===== src/rtl/alu_arbiter.sv =====
// alu_arbiter: shares one multi-cycle ALU between NUM_REQ requesters.
//
// Round-robin arbitration picks one requester while idle. The arbiter
// latches that requester's operands, pulses alu_start and waits for
// alu_done. It then returns the result to the owner as a one-cycle
// rsp_valid pulse. Divide-by-zero is answered without touching the ALU,
// and a WAIT timeout aborts an ALU that never completes.
//
// Ports:
//   clk, rst            clock, asynchronous active-high reset
//   req_valid/ready     per-requester handshake (ready is one-hot or zero)
//   req_num1/num2       packed 16-bit operands, slice i = requester i
//   req_op_code         packed 2-bit op codes (00 add, 01 sub, 10 mul, 11 div)
//   rsp_valid           one-hot, one-cycle response pulse to the owner
//   rsp_result          32-bit result of the last completed operation
//   rsp_is_division     last completed operation was a division
//   rsp_err             last operation aborted (div-by-zero or timeout)
//   busy                high whenever the arbiter is not idle
//   grant_id            index of the current or last owner
//   alu_num1/num2/op    operands to the ALU, held until the next acceptance
//   alu_start           one-cycle start pulse to the ALU
//   alu_result/is_div   ALU outputs, sampled when alu_done is high
//   alu_done            ALU completion
//
// state  | meaning
// -------+-----------------------------------------------------------
// IDLE   | pick a round-robin winner, accept it, latch its operands
// ISSUE  | alu_start high for this single cycle
// WAIT   | wait for alu_done, count toward the timeout
// RESP   | rsp_valid pulse to the owner, then back to IDLE
module alu_arbiter #(
  parameter int NUM_REQ        = 4,
  parameter int TIMEOUT_CYCLES = 64
) (
  input  logic                       clk,
  input  logic                       rst,
  input  logic [NUM_REQ-1:0]         req_valid,
  output logic [NUM_REQ-1:0]         req_ready,
  input  logic [16*NUM_REQ-1:0]      req_num1,
  input  logic [16*NUM_REQ-1:0]      req_num2,
  input  logic [2*NUM_REQ-1:0]       req_op_code,
  output logic [NUM_REQ-1:0]         rsp_valid,
  output logic [31:0]                rsp_result,
  output logic                       rsp_is_division,
  output logic                       rsp_err,
  output logic                       busy,
  output logic [$clog2(NUM_REQ)-1:0] grant_id,
  output logic [15:0]                alu_num1,
  output logic [15:0]                alu_num2,
  output logic [1:0]                 alu_op_code,
  output logic                       alu_start,
  input  logic [31:0]                alu_result,
  input  logic                       alu_is_division,
  input  logic                       alu_done
);

  localparam int IDW = $clog2(NUM_REQ);
  localparam int CW  = $clog2(TIMEOUT_CYCLES);

  localparam logic [IDW:0]         NREQ_EXT = (IDW+1)'(NUM_REQ);
  localparam logic [IDW-1:0]       LAST_ID  = IDW'(NUM_REQ - 1);
  localparam logic [CW-1:0]        TC_LAST  = CW'(TIMEOUT_CYCLES - 1);
  localparam logic [NUM_REQ-1:0]   ONE_HOT0 = NUM_REQ'(1);
  localparam logic [31:0]          ERR_RESULT = 32'hFFFF_FFFF;

  typedef enum logic [1:0] {
    S_IDLE,
    S_ISSUE,
    S_WAIT,
    S_RESP
  } state_t;

  state_t         state;
  logic [IDW-1:0] rr_ptr;
  logic [CW-1:0]  wait_cnt;

  logic           win_found;
  logic [IDW-1:0] win_id;
  logic [IDW-1:0] next_ptr;
  logic [IDW:0]   cand;
  logic [IDW-1:0] cand_id;
  logic [15:0]    win_num1;
  logic [15:0]    win_num2;
  logic [1:0]     win_op;
  logic           win_div_zero;

  // Search order is rr_ptr, rr_ptr+1, ... wrapping at NUM_REQ; the first
  // valid requester in that order wins.
  always_comb begin
    win_found = 1'b0;
    win_id    = '0;
    cand      = '0;
    cand_id   = '0;
    for (int i = 0; i < NUM_REQ; i++) begin
      cand = {1'b0, rr_ptr} + (IDW+1)'(i);
      if (cand >= NREQ_EXT) cand = cand - NREQ_EXT;
      cand_id = cand[IDW-1:0];
      if (!win_found && req_valid[cand_id]) begin
        win_found = 1'b1;
        win_id    = cand_id;
      end
    end
  end

  always_comb begin
    win_num1 = '0;
    win_num2 = '0;
    win_op   = '0;
    for (int j = 0; j < NUM_REQ; j++) begin
      if (win_id == IDW'(j)) begin
        win_num1 = req_num1[16*j +: 16];
        win_num2 = req_num2[16*j +: 16];
        win_op   = req_op_code[2*j +: 2];
      end
    end
  end

  assign win_div_zero = (win_op == 2'b11) && (win_num2 == 16'd0);
  assign next_ptr     = (win_id == LAST_ID) ? '0 : win_id + 1'b1;

  // Gated by rst so that ready reads zero while reset is held.
  assign req_ready = (state == S_IDLE && !rst && win_found) ? (ONE_HOT0 << win_id) : '0;
  assign busy      = (state != S_IDLE);

  always_ff @(posedge clk or posedge rst) begin
    if (rst) begin
      state           <= S_IDLE;
      rr_ptr          <= '0;
      wait_cnt        <= '0;
      grant_id        <= '0;
      alu_num1        <= '0;
      alu_num2        <= '0;
      alu_op_code     <= '0;
      alu_start       <= 1'b0;
      rsp_valid       <= '0;
      rsp_result      <= '0;
      rsp_is_division <= 1'b0;
      rsp_err         <= 1'b0;
    end else begin
      alu_start <= 1'b0;
      rsp_valid <= '0;
      case (state)
        S_IDLE: begin
          if (win_found) begin
            alu_num1    <= win_num1;
            alu_num2    <= win_num2;
            alu_op_code <= win_op;
            grant_id    <= win_id;
            rr_ptr      <= next_ptr;
            if (win_div_zero) begin
              // Answered locally; the ALU never sees this operation.
              rsp_result      <= ERR_RESULT;
              rsp_is_division <= 1'b1;
              rsp_err         <= 1'b1;
              rsp_valid       <= ONE_HOT0 << win_id;
              state           <= S_RESP;
            end else begin
              alu_start <= 1'b1;
              state     <= S_ISSUE;
            end
          end
        end
        S_ISSUE: begin
          wait_cnt <= '0;
          state    <= S_WAIT;
        end
        S_WAIT: begin
          // Done is checked first so it wins over a same-cycle timeout.
          if (alu_done) begin
            rsp_result      <= alu_result;
            rsp_is_division <= alu_is_division;
            rsp_err         <= 1'b0;
            rsp_valid       <= ONE_HOT0 << grant_id;
            state           <= S_RESP;
          end else if (wait_cnt == TC_LAST) begin
            rsp_result      <= ERR_RESULT;
            rsp_is_division <= (alu_op_code == 2'b11);
            rsp_err         <= 1'b1;
            rsp_valid       <= ONE_HOT0 << grant_id;
            state           <= S_RESP;
          end else begin
            wait_cnt <= wait_cnt + 1'b1;
          end
        end
        S_RESP: begin
          wait_cnt <= '0;
          state    <= S_IDLE;
        end
        default: state <= S_IDLE;
      endcase
    end
  end

endmodule


===== config.mk =====
export PLATFORM = sky130hd
export DESIGN_NAME = alu_arbiter
export DESIGN_NICKNAME = d
export VERILOG_FILES = /design/src/rtl/alu_arbiter.sv
export SDC_FILE = /design/constraint.sdc
export NUM_CORES = 1
export LEC_CHECK = 0
export CORE_MARGIN = 10
export CORE_UTILIZATION = 43
export DETAILED_ROUTE_END_ITERATION = 10
export PLACE_DENSITY = 0.82
export SETUP_SLACK_MARGIN = 0.3
export SYNTH_ARGS = -nofsm -noshare
export SYNTH_HDL_FRONTEND = slang
export SYNTH_SLANG_ARGS = --single-unit
export TNS_END_PERCENT = 5

===== constraint.sdc =====
create_clock -name clk -period 6.3 [get_ports clk]
set_input_delay 1.26 -clock clk [delete_from_list [all_inputs] [get_ports clk]]
set_output_delay 1.26 -clock clk [all_outputs]
set_load 0.05 [all_outputs]

**Word-level counts from Yosys, hierarchy flattened**

Index checks and enable logic that the tools add are counted.

- Word-level logic and storage cells: 129
- Register bits: 85
- Output and inout bits: 80
- Input port bits: 176

- Add/subtract/negate cells: 9
- Reductions and logical operators: 21
- Equal/unequal tests: 14
- Muxes and demuxes: 63
- Shift-type cells: 2
- Order comparisons: 8

Operators with widths:

| operator | number |
|---|---|
| 2-to-1 mux 16 bit | 8 |
| 2-to-1 mux 32 bit | 4 |
| case mux 32 bit (2 select lines) | 1 |
| 2-to-1 mux 2 bit | 17 |
| 2-to-1 mux 4 bit | 5 |
| 2-to-1 mux 1 bit | 17 |
| zero test 16 bit | 1 |
| == test 2 bit, second input constant | 6 |
| less-than comparator 2 x 3 -> 1 bit, second input constant | 4 |
| 2-to-1 mux 6 bit | 2 |
| case mux 6 bit (2 select lines) | 1 |
| greater-or-equal comparator 3 bit, second input constant | 3 |
| binary-select mux 1 bit (select 2 bit) | 4 |
| inequality test 2 bit, second input constant | 4 |
| case mux 2 bit (4 select lines) | 1 |
| case mux 4 bit (2 select lines) | 1 |
| << shifter 1 x 2 -> 4 bit, first input constant | 2 |
| subtractor 2 x 1 -> 2 bit, second input constant | 4 |
| adder 2 x 2 -> 3 bit, second input constant | 2 |
| adder 6 x 1 -> 6 bit, second input constant | 1 |
| == test 6 bit, second input constant | 1 |
| logical AND 1 bit | 6 |
| nonzero test 2 bit | 3 |
| == test 2 x 1 -> 1 bit, second input constant | 2 |
| other kinds (11) | 17 |

**Logic depth before layout (Yosys ltp)**

Gate-level depths: netlist of run 1.

- Depth in word-level cells: 24
- Depth in mapped cells: 15
- Depth with buffers taken out: 11

**Worst setup path before layout of run 1**

No wires, ideal clock.

- Path kind: in2out
- From: input rst
- To: output req_ready[0]
- Arrival time: 3.748 ns
- Path buffers: 0
- Cell stages on the path: 2
- Setup slack: 1.292 ns
- Required time: 5.040 ns
- Path through: inv_1 -> and3_1

- Longest elaborated chain between the ends: 4

Ends and longest elaborated chain:

| what | RTL line | RTL |
|---|---|---|
| start: declaration | 36 | `input logic rst,` |
| zero test 1 bit (no line) | - |  |
| logical AND 1 bit (2 in series) | 122 | `assign req_ready = (state == S_IDLE && !rst && win_found) ? (ONE_HOT0 << win_id) : '0;` |
| 2-to-1 mux 4 bit | 122 |  |
| end: declaration | 38 | `output logic [NUM_REQ-1:0] req_ready,` |

Every way passes these cells.

**Worst setup path in the final report of run 1**

- From: input req_valid[1]
- To: output req_ready[3]

- Longest elaborated chain between the ends: 14
- Elaborated cells between the ends (all ways): 25

Ends and longest elaborated chain:

| what | RTL line | RTL |
|---|---|---|
| start: declaration | 37 | `input logic [NUM_REQ-1:0] req_valid,` |
| binary-select mux 1 bit (select 2 bit) | 98 | `if (!win_found && req_valid[cand_id]) begin` |
| 2-to-1 mux 1 bit (implied by the code) | 98 |  |
| 2-to-1 mux 1 bit | 98 |  |
| zero test 1 bit | 98 |  |
| logical AND 1 bit | 98 |  |
| 2-to-1 mux 1 bit | 98 |  |
| zero test 1 bit | 98 |  |
| logical AND 1 bit | 98 |  |
| 2-to-1 mux 1 bit | 98 |  |
| zero test 1 bit | 98 |  |
| logical AND 1 bit | 98 |  |
| 2-to-1 mux 2 bit (*) | 98 |  |
| net win_id[0] | 78 | `logic [IDW-1:0] win_id;` |
| << shifter 1 x 2 -> 4 bit (*) | 122 |  |
| 2-to-1 mux 4 bit (*) | 122 |  |

Mark *: on every way through the listed nets, which the timed path passes. The rest lies on a longest branch. The select of a mux whose other input is x is not followed.

==> metrics.txt, run 1 <==
status finished clean; internal portion of total power 1.86 mW; Worst Reg2Reg Path Length in Cells 11; number of buffers created by CTS 9; initial core utilization 43.6%; core area 0.0113 mm²; remaining global-route overflow 0; end of the worst register-to-register path rsp_err$_DFFE_PP0P_; setup fix buffers added after clock tree synthesis 0; Reg2Reg Launch Point rr_ptr[1]$_DFFE_PP0P_; antenna violations before repair 0; transition at the pin with the smallest max-transition slack 1.11 ns; number of diodes 0; DRC 0; Via density 5.29; Post-synth EDFFs 0; count of TritonRoute iterations in the first routing pass 5; Yosys reg bits 85; Layout area overhead 59.1%; Routed WL per cell 18.4 µm; area of the mapped netlist 0.00493 mm²; number of max-slew violations in the final report 0; nature of the critical path startpoint input port; Arr. time, crit path 4.40 ns; routed wire length 18000 µm; worst setup path endpoint req_ready[3]; crit share post-route 89.9%; worst setup path category in -> out; type of destination of the critical path output pin; count of final setup violators 0; biggest area contributors in the synthesized netlist sky130_fd_sc_hd__dfrtp_1 43%, sky130_fd_sc_hd__nand2_1 8.3%, sky130_fd_sc_hd__mux2i_1 6.9%; CTS-repair resized insts 0; Switch Pwr 1.88 mW; wire length of the first global-routing pass 27700 µm; htree depth 3; sequential area share after synthesis 43.1%; post-synthesis cell type count 42; # hold bufs at CTS 0; relative slew slack 26.0%; Max IR drop VDD 0.000307 V; Inst Count DP 963; Comb power frac 63.7%; width of the die 127 µm; number of placement rows 39; total via count after detailed routing 5170; clock buffer depth 2; total chip power 3.75 mW; vias in the first global route 5313; HPWL after DPL 14200 µm; RSZ-0062 raised after global routing no; # Max-Cap Violations 0; CTS tree done; critical path fanouts, max 21; I/O pin count 256; share of final-layout standard cells stronger than drive strength 1 3.96%; Avg Inst Size Synth 8.29 µm²; final hold violations 0; Nets 1016; flip-flop cell with the highest count after synthesis sky130_fd_sc_hd__dfrtp_1; ys async rst share 100%; Synth area leader sky130_fd_sc_hd__dfrtp_1; Power Dens Cells 477 mW/mm²; die height 127 µm; start point of the critical path req_valid[1]; largest net degree at the start of global routing 69; Seq pwr share 23.8%; clock-pin slew on the worst setup and hold paths 0.06 ns; CP Data Required Time 5.04 ns; net count of the mapped netlist 780; total track usage 20.8%; flop2flop setup slack 1.83 ns; maximum clock frequency 177 MHz; TNS Setup 0 ns; count of warnings emitted by yosys 0; insertion delay of the later-clocked pin in the worst-skew pair 0.33 ns; drt first-iter violations 417; sinks on the clock net 85; top-area cell type share of the netlist area 43.1%; Clock Skew 0.00746 ns; CTS Root Cell sky130_fd_sc_hd__clkbuf_16; Mapped Cells 595; power share of the clock group 12.6%; worst min-delay path class reg -> reg; final weighted congestion in routability-driven placement 0.910; Die Area 0.0162 mm²; leak pwr 3.36 nW; port buffer count 255; switching power as a share of total power 50.3%; minimum period implied by the final worst setup slack 5.66 ns; post-detailed-route count of antenna-violating nets 0; Final Instance Count excl. Fillers 977
-- cells by family after synthesis --
group / Yosys count / share of synthesized area [%]
DFF: 85 / 43.1
and+or+nand+nor: 228 / 20.7
buffers and inverters: 88 / 7.41
adders and majority gates: 9 / 2.28
AOI/OAI and AO/OA: 149 / 19.1
muxes: 36 / 7.36
-- registers in the layout, summed over array words and instances (netlist names), 2 cells and up --
register	flops
alu_op_code	2
rr_ptr	2
rsp_result	32
rsp_valid	4
grant_id	2
alu_num1	16
wait_cnt	6
state	2
alu_num2	16
-- cell usage after synthesis (all sizes together) (2+ instances only) --
library cell  count
nor2b             2
nand2b            5
o221ai            4
mux2i            34
nor3              2
clkbuf           23
nor4              4
ha                9
o211a             7
o21ai            33
o22a              6
o22ai            13
a31oi             3
mux2              2
nand3            13
nand3b           22
o31ai            11
a21oi            53
nor2             60
a22oi             2
and2              2
dfrtp            85
and3              4
inv              48
buf              17
or2               2
nand2           109
o211ai            8
a221oi            2
a222oi            4
-- power by group through the flow --
stage	registers, mW	clock network [mW]	logic, mW
detailed placement	0.896	0	2.38
global route	0.916	0.505	2.55
CTS	0.890	0.480	2.39
floorplan	1.53	0	0.948
global placement	0.890	0	2.33
finish	0.890	0.471	2.38
-- cells in the final DEF (no fill, tap or decap), types with 2 or more instances in the layout --
master                              n
sky130_fd_sc_hd__a21oi_1           53
sky130_fd_sc_hd__a221oi_1           2
sky130_fd_sc_hd__a222oi_1           4
sky130_fd_sc_hd__a22oi_1            2
sky130_fd_sc_hd__a31oi_1            3
sky130_fd_sc_hd__and2_1             2
sky130_fd_sc_hd__and3_1             4
sky130_fd_sc_hd__buf_12             2
sky130_fd_sc_hd__buf_4              9
sky130_fd_sc_hd__clkbuf_16          9
sky130_fd_sc_hd__clkdlybuf4s50_1  254
sky130_fd_sc_hd__clkinv_2           3
sky130_fd_sc_hd__dfrtp_1           85
sky130_fd_sc_hd__ha_1               8
sky130_fd_sc_hd__inv_1             46
sky130_fd_sc_hd__mux2_1             2
sky130_fd_sc_hd__mux2i_1           34
sky130_fd_sc_hd__nand2_1          109
sky130_fd_sc_hd__nand2b_1           4
sky130_fd_sc_hd__nand3_1           13
sky130_fd_sc_hd__nand3b_1          22
sky130_fd_sc_hd__nor2_1            59
sky130_fd_sc_hd__nor2b_1            2
sky130_fd_sc_hd__nor3_1             2
sky130_fd_sc_hd__nor4_1             4
sky130_fd_sc_hd__o211a_1            7
sky130_fd_sc_hd__o211ai_1           8
sky130_fd_sc_hd__o21ai_0           32
sky130_fd_sc_hd__o221ai_1           4
sky130_fd_sc_hd__o22a_1             6
sky130_fd_sc_hd__o22ai_1           13
sky130_fd_sc_hd__o31ai_1           10
sky130_fd_sc_hd__or2_2              2
-- stage by stage --
step	setup WS, ns	hold slack (ns)	util (%)	area [µm²]
CTS	0.659	0.480	69.3	7850
global placement	0.649	0.463	67.0	7580
finish	0.638	0.477	69.3	7850
detailed placement	0.422	0.466	67.0	7580
floorplan	1.29	0.469	-	4930
global route	0.397	0.513	69.3	7850
-- worst max-delay path, cell delays in order --
cell                              delay (ns)
sky130_fd_sc_hd__clkdlybuf4s50_1        0.54
sky130_fd_sc_hd__nand2b_1               0.13
sky130_fd_sc_hd__a21oi_1                0.08
sky130_fd_sc_hd__nor4_1                 0.63
sky130_fd_sc_hd__ha_1                   0.75
sky130_fd_sc_hd__inv_2                  0.34
sky130_fd_sc_hd__nor3_1                 0.46
sky130_fd_sc_hd__buf_12                 0.19
-- worst min-delay path by stage --
stage | startpoint | end | slack [ns] | cells after the start
floorplan | wait_cnt[4]$_DFFE_PP0P_ | wait_cnt[4]$_DFFE_PP0P_ | 0.47 | 1
global placement | alu_num1[12]$_DFFE_PP0P_ | alu_num1[12]$_DFFE_PP0P_ | 0.46 | 2
detailed placement | alu_num2[0]$_DFFE_PP0P_ | alu_num2[0]$_DFFE_PP0P_ | 0.47 | 2
CTS | alu_num2[0]$_DFFE_PP0P_ | alu_num2[0]$_DFFE_PP0P_ | 0.48 | 2
global route | alu_num2[10]$_DFFE_PP0P_ | alu_num2[10]$_DFFE_PP0P_ | 0.51 | 2
finish | alu_num2[0]$_DFFE_PP0P_ | alu_num2[0]$_DFFE_PP0P_ | 0.48 | 2
-- per-layer routing --
layer,track usage [%],routed length [µm],part of all wire [%]
met5,0,0,0
met4,8.31,510,2.8
met3,6.04,1340,7.5
met2,35.2,8780,49
met1,24.4,7320,41
-- layout make-up --
class                   count  area, µm²
flip-flops and latches     85       2130
repair buffers            265       2650
well taps                 143        179
clock inverters             4       26.3
fillers                   877       3470
multi-input cells         422       2440
inverters                  48        181
clock buffers              10        239
Note: power is estimated with default switching activity, not from simulation.
==> inputs of run 2 (changes only) <==
--- a/config.mk
+++ b/config.mk
@@ -10,7 +10,8 @@
 export DETAILED_ROUTE_END_ITERATION = 10
 export PLACE_DENSITY = 0.82
 export SETUP_SLACK_MARGIN = 0.3
+export SLEW_MARGIN = 30
 export SYNTH_ARGS = -nofsm -noshare
 export SYNTH_HDL_FRONTEND = slang
 export SYNTH_SLANG_ARGS = --single-unit
-export TNS_END_PERCENT = 5
+export TNS_END_PERCENT = 100
==> run 2 against run 1 <==
Against the previous run: critical path depth unchanged; final area grew 0.80%; clock power increased by 23%; register-to-register slack improved by 0.03 ns; sequential cell count did not move; core utilization grew 0.55 points; largest cell class unchanged; highest routed layer unchanged; sequential share of layout area down 0.21 points; die area stayed put; clock skew is 0.00061 ns lower; largest power group unchanged; total power up 2.8%.
==> metrics.txt, run 2 (synthesis results as in run 1) <==
internal portion of total power 1.95 mW (+4.7%); remaining global-route overflow 0 (unchanged); count of TritonRoute iterations in the first routing pass 5 (unchanged); register with the most flip-flops rsp_result; port buffer count 255 (unchanged); post-detailed-route count of antenna-violating nets 0 (unchanged); Critical Path, Cell by Cell clkdlybuf4s50_1 > nand2b_1 > a21oi_1 > nor4_1 > ha_1 > inv_2 > nor3_1 > buf_12; share of final-layout standard cells stronger than drive strength 1 4.19% (+0.23 points); Clock Skew 0.00685 ns (-0.000612 ns); number of buffers created by CTS 9 (unchanged); CTS-repair resized insts 0 (unchanged); Switch Pwr 1.90 mW (+0.96%); drt first-iter violations 462 (+11%); die height 127 µm (unchanged); critical path fanouts, max 21 (unchanged); clock-pin slew on the worst setup and hold paths 0.06 ns (about the same); Seq pwr share 23.2% (-0.6 points); sinks on the clock net 85 (unchanged); master of the slowest instance on the critical path sky130_fd_sc_hd__ha_1; final weighted congestion in routability-driven placement 0.910 (unchanged); nature of the critical path startpoint input port; area post-placement 0.00758 mm² (about the same); leak pwr 3.39 nW (+0.91%); core area 0.0113 mm² (unchanged); Arr. time, crit path 4.37 ns (-0.03 ns); number of max-slew violations in the final report 0 (unchanged); minimum period implied by the final worst setup slack 5.63 ns (-0.0273 ns); status finished clean; fillcell total 863 (-1.6%); routed wire length 18400 µm (+2.2%); initial core utilization 43.6% (unchanged); count of final setup violators 0 (unchanged); Via density 5.37 (+1.4%); largest net degree at the start of global routing 69 (unchanged); worst setup path category in -> out; RSZ-0062 raised after global routing no; Routed WL per cell 18.7 µm (+2.0%); # hold bufs at CTS 0 (unchanged); Max IR drop VDD 0.000299 V (-2.5%); total track usage 21.3% (+0.44 points); insertion delay of the later-clocked pin in the worst-skew pair 0.33 ns (about the same); multi-input logic area 0.00245 mm² (+0.10%); Power Dens Cells 487 mW/mm² (+2.0%); htree depth 3 (unchanged); DRC 0 (unchanged); Layout area overhead 60.4%; TNS Setup 0 ns (unchanged); smallest hold slack 0.477 ns (+0.0000530 ns); switching power as a share of total power 49.4% (-0.90 points); CTS Root Cell sky130_fd_sc_hd__clkbuf_16; post-route design area 0.00791 mm² (+0.80%); maximum clock frequency 177 MHz (+0.49%); type of destination of the critical path output pin; worst min-delay path class reg -> reg; final hold violations 0 (unchanged); CP Data Required Time 5.04 ns (about the same); vias in the first global route 5434 (+2.3%); setup fix buffers added after clock tree synthesis 0 (unchanged); number of placement rows 39 (unchanged); number of diodes 0 (unchanged); relative slew slack 49.7% (+24 points); power share of the clock group 15.0% (+2.4 points); I/O pin count 256 (unchanged); # Max-Cap Violations 0 (unchanged); transition at the pin with the smallest max-transition slack 0.747 ns (-0.361 ns); Comb power frac 61.8% (-1.9 points); Nets 1016 (unchanged); most common cell after layout, fill and taps aside sky130_fd_sc_hd__clkdlybuf4s50_1; width of the die 127 µm (unchanged); most frequent cells in the layout 254 x sky130_fd_sc_hd__clkdlybuf4s50_1, 108 x sky130_fd_sc_hd__nand2_1, 85 x sky130_fd_sc_hd__dfrtp_1; max FFs per register 32 (unchanged); Die Area 0.0162 mm² (unchanged); area of all sequential standard cells 0.00213 mm² (unchanged); antenna violations before repair 0 (unchanged); total via count after detailed routing 5255 (+1.6%); HPWL after DPL 14300 µm (+0.42%); clock buffer depth 2 (unchanged); slowest stage delay, CP 0.72 ns (-0.03 ns); wire length of the first global-routing pass 28000 µm (+0.95%); top flop regs rsp_result (32), alu_num1 (16), alu_num2 (16); crit share post-route 89.4% (-0.43 points); CTS tree done
## run 2: changes by cell type in the layout (fill, tap and decap cells not counted), sizes merged
cell / before / now
bufinv: 0 / 2
clkbuf: 10 / 11
clkinv: 4 / 3
clkinvlp: 1 / 0
inv: 47 / 48
## run 2: worst paths after layout
path / start / endpoint / slack, ns / depth (start not counted)
setup / recovery: req_valid[1] / req_ready[3] / 0.67 / 8
hold / removal: alu_num1[14]$_DFFE_PP0P_ / alu_num1[14]$_DFFE_PP0P_ / 0.48 / 2
setup reg to reg: rr_ptr[1]$_DFFE_PP0P_ / rsp_err$_DFFE_PP0P_ / 1.86 / 11
hold reg to reg: alu_num1[14]$_DFFE_PP0P_ / alu_num1[14]$_DFFE_PP0P_ / 0.48 / 2
max in group asynchronous: rst / wait_cnt[4]$_DFFE_PP0P_ / 3.84 / 3
min in group asynchronous: rst / alu_num2[13]$_DFFE_PP0P_ / 1.37 / 2
## run 2: per-stage QoR
step / setup slack, ns / total power, mW / cells / utilization (%)
2_1_floorplan: 1.29 / 2.48 / 595 / -
3_3_place_gp: 0.649 / 3.21 / 963 / 67.0
3_5_place_dp: 0.447 / 3.27 / 963 / 67.0
4_1_cts: 0.671 / 3.86 / 979 / 69.9
5_1_grt: 0.395 / 4.08 / 979 / 69.9
6_report: 0.665 / 3.85 / 979 / 69.9
## run 2: critical path, delay by kind of cell
family	cells	cell delay [ns]
adders and majority gates	1	0.72
AOI/OAI and AO/OA	1	0.08
and+or+nand+nor	3	1.23
buffers and inverters	3	1.06
## run 2: power by group through the flow
stage / registers, mW / logic [mW] / clock network, mW
floorplan: 1.53 / 0.948 / 0
global route: 0.918 / 2.56 / 0.611
finish: 0.892 / 2.38 / 0.578
global placement: 0.890 / 2.33 / 0
detailed placement: 0.895 / 2.38 / 0
CTS: 0.891 / 2.39 / 0.585
## run 2: layout make-up
| cell class | count | share of cell area, % |
|---|---|---|
| inverter | 48 | 2.29 |
| clock inverter | 5 | 1.04 |
| sequential | 85 | 26.9 |
| multi-input combinational | 422 | 30.9 |
| clock buffer | 11 | 3.07 |
| timing repair buffer | 265 | 33.5 |
| tap | 143 | 2.26 |
## run 2: routing by layer
metal	wire length (µm)	vias up	GRT usage, %
met5	0	-	0
met4	656	0	10.6
met3	1480	43	6.41
met2	8870	272	35.9
met1	7350	2430	24.0
li1	-	2510	-
==> inputs of run 3 (changes only) <==
--- a/config.mk
+++ b/config.mk
@@ -5,8 +5,10 @@
 export SDC_FILE = /design/constraint.sdc
 export NUM_CORES = 1
 export LEC_CHECK = 0
+export ABC_AREA = 1
 export CORE_MARGIN = 10
-export CORE_UTILIZATION = 43
+export CORE_UTILIZATION = 44
+export CTS_CLUSTER_DIAMETER = 50
 export DETAILED_ROUTE_END_ITERATION = 10
 export PLACE_DENSITY = 0.82
 export SETUP_SLACK_MARGIN = 0.3
==> run 3 against run 2 <==
Against the previous run: critical path depth up 6; cell count increased by 15%; clock-buffer cell count decreased by 2; worst hold slack worse by 0.0054 ns; via count increased by 8.4%.
==> metrics.txt, run 3 <==
status finished clean; clock-pin slew on the worst setup and hold paths 0.07 ns (about the same); maximum clock frequency 190 MHz (+7.1%); final hold violations 0 (unchanged); initial core utilization 45.2% (+1.7 points); RSZ-0062 raised after global routing no; antenna violations before repair 0 (unchanged); sinks on the clock net 85 (unchanged); number of buffers created by CTS 9 (unchanged); width of the die 129 µm (+1.2%); Mapped Cells 751 (+26%); post-synthesis cell type count 29 (-31%); total track usage 22.3% (+0.99 points); clock buffer depth 2 (unchanged); type of destination of the critical path output pin; Synth area leader sky130_fd_sc_hd__dfrtp_1; vias in the first global route 5691 (+4.7%); HPWL after DPL 15000 µm (+5.4%); Layout area overhead 54.2%; Critical Path, Cell by Cell clkdlybuf4s50_1 > inv_1 > nand2_1 > o21ai_0 > o21ai_1 > nor2_1 > nor2_1 > xor2_1 > nand2_1 > inv_1 > ha_2 > nand2_1 > nor2_1 > buf_4; most frequently used cell type in the post-synthesis netlist sky130_fd_sc_hd__nand2_1; die height 129 µm (+1.2%); combined buffer and inverter count along the critical path 4 (+1); wire length of the first global-routing pass 29900 µm (+6.9%); largest net degree at the start of global routing 58 (-16%); CTS Root Cell sky130_fd_sc_hd__clkbuf_16; nature of the critical path startpoint input port; insertion delay of the later-clocked pin in the worst-skew pair 0.33 ns (about the same); # hold bufs at CTS 0 (unchanged); number of placement rows 39 (unchanged); most frequent cells in the layout 334 x sky130_fd_sc_hd__nand2_1, 251 x sky130_fd_sc_hd__clkdlybuf4s50_1, 102 x sky130_fd_sc_hd__nor2_1; CP Data Required Time 5.04 ns (about the same); port buffer count 255 (unchanged); count of TritonRoute iterations in the first routing pass 5 (unchanged); Die Area 0.0165 mm² (+2.4%); max FFs per register 32 (unchanged); master of the slowest instance on the critical path sky130_fd_sc_hd__ha_2; routed wire length 19300 µm (+5.0%); total via count after detailed routing 5694 (+8.4%); flop2flop setup slack 1.95 ns (+0.09 ns); net count of the mapped netlist 936 (+20%); minimum period implied by the final worst setup slack 5.26 ns (-0.375 ns); post-route design area 0.00800 mm² (+1.2%); remaining global-route overflow 0 (unchanged); area post-placement 0.00769 mm² (+1.4%); transition at the pin with the smallest max-transition slack 0.837 ns (+0.0900 ns); Clock Skew 0.00864 ns (+0.00179 ns); slowest stage delay, CP 0.59 ns (-0.13 ns); DRC 0 (unchanged); CTS tree done; count of warnings emitted by yosys 0 (unchanged); Post-synth EDFFs 0 (unchanged); crit share post-route 83.5% (-6.0 points); Arr. time, crit path 4.00 ns (-0.37 ns); flip-flop cell with the highest count after synthesis sky130_fd_sc_hd__dfrtp_1; drt first-iter violations 525 (+14%); biggest area contributors in the synthesized netlist sky130_fd_sc_hd__dfrtp_1 41%, sky130_fd_sc_hd__nand2_1 24%, sky130_fd_sc_hd__nor2_1 7.4%; TNS Setup 0 ns (unchanged); top-area cell type share of the netlist area 41.0% (-2.1 points); worst setup path category in -> out; register with the most flip-flops rsp_result; Routed WL per cell 17.1 µm (-8.7%); post-detailed-route count of antenna-violating nets 0 (unchanged); # Max-Cap Violations 0 (unchanged); Nets 1163 (+14%); core area 0.0115 mm² (+1.3%); relative slew slack 44.1% (-5.7 points); ys async rst share 100% (unchanged); Yosys reg bits 85 (unchanged); share of final-layout standard cells stronger than drive strength 1 4.58% (+0.39 points); htree depth 3 (unchanged); critical path fanouts, max 35 (+67%); most common cell after layout, fill and taps aside sky130_fd_sc_hd__nand2_1; count of final setup violators 0 (unchanged); CTS-repair resized insts 0 (unchanged); setup fix buffers added after clock tree synthesis 0 (unchanged); number of max-slew violations in the final report 0 (unchanged); family with the most delay on the worst path buffers and inverters; area of the mapped netlist 0.00519 mm² (+5.2%); sequential area share after synthesis 41.0% (-2.1 points); I/O pin count 256 (unchanged); Avg Inst Size Synth 6.91 µm² (-17%); final weighted congestion in routability-driven placement 0.906 (-0.34%); worst min-delay path class reg -> reg; top flop regs rsp_result (32), alu_num1 (16), alu_num2 (16); Via density 5.06 (-5.8%); commonest cells in the synthesized netlist 334 x sky130_fd_sc_hd__nand2_1, 102 x sky130_fd_sc_hd__nor2_1, 85 x sky130_fd_sc_hd__dfrtp_1, 52 x sky130_fd_sc_hd__nand3_1, 23 x sky130_fd_sc_hd__a21oi_1; number of diodes 0 (unchanged)
## run 3: cell types whose count changed in the layout (fill, tap and decap cells not counted), moves of 14 or more
| cell | change |
|---|---|
| sky130_fd_sc_hd__nand2_1 | +226 |
| sky130_fd_sc_hd__nor2_1 | +43 |
| sky130_fd_sc_hd__nand3_1 | +39 |
| sky130_fd_sc_hd__mux2i_1 | -34 |
| sky130_fd_sc_hd__a21oi_1 | -30 |
| sky130_fd_sc_hd__inv_1 | -28 |
| sky130_fd_sc_hd__nand3b_1 | -19 |
| sky130_fd_sc_hd__o21ai_0 | -18 |
| sky130_fd_sc_hd__a221oi_1 | +14 |
## run 3: worst paths after layout
path,startpoint,end,cells after the start
worst max register to register,rr_ptr[0]$_DFFE_PP0P_,rsp_result[27]$_DFFE_PP0P_,21
worst min-delay path,rsp_result[13]$_DFFE_PP0P_,rsp_result[13]$_DFFE_PP0P_,2
worst min register to register,rsp_result[13]$_DFFE_PP0P_,rsp_result[13]$_DFFE_PP0P_,2
worst max-delay path,req_valid[0],req_ready[3],14
max in group asynchronous,rst,rsp_result[21]$_DFFE_PP0P_,3
min in group asynchronous,rst,alu_num1[7]$_DFFE_PP0P_,2
## run 3: final cells by class
class	instances	area (µm²)
Timing Repair Buffer	263	2620
Clock inverter	7	82.6
Multi-Input combinational cell	596	2680
Inverter	23	87.6
Fill cell	1010	3470
Clock buffer	9	225
Tap cell	143	179
Sequential cell	85	2130
## run 3: tightest hold or removal path: cells and delay by family (launching register included)
kind             cells  cell delay, ns
and+or+nand+nor      2            0.10
DFF                  1            0.34
## run 3: logic make-up after synthesis
| family | count (synthesis) | share of synthesized area [%] |
|---|---|---|
| AND/OR/NAND/NOR | 505 | 39.0 |
| flip-flops | 85 | 41.0 |
| AO/OA/AOI/OAI | 77 | 9.55 |
| buffers and inverters | 70 | 7.33 |
| adder cells (fa/ha/maj) | 9 | 2.17 |
| XOR/XNOR | 5 | 0.989 |
## run 3: per-layer routing
| layer | track usage [%] | routed length (µm) |
|---|---|---|
| met5 | 0 | 0 |
| met4 | 5.83 | 312 |
| met3 | 9.12 | 2110 |
| met2 | 37.5 | 9210 |
| met1 | 25.7 | 7630 |
## run 3: through the flow
step	hold slack, ns	worst slack, ns	util [%]	instances
5_1_grt	0.491	0.665	69.8	1126
4_1_cts	0.474	1.05	69.8	1126
3_3_place_gp	0.454	1.01	67.1	1110
2_1_floorplan	0.479	1.41	-	751
3_5_place_dp	0.457	0.868	67.1	1110
6_report	0.472	1.04	69.8	1126
Power of run 3 is left out: the tool's default activity adds up to more than one toggle a clock period on the data nets, which glitch-free logic cannot reach.
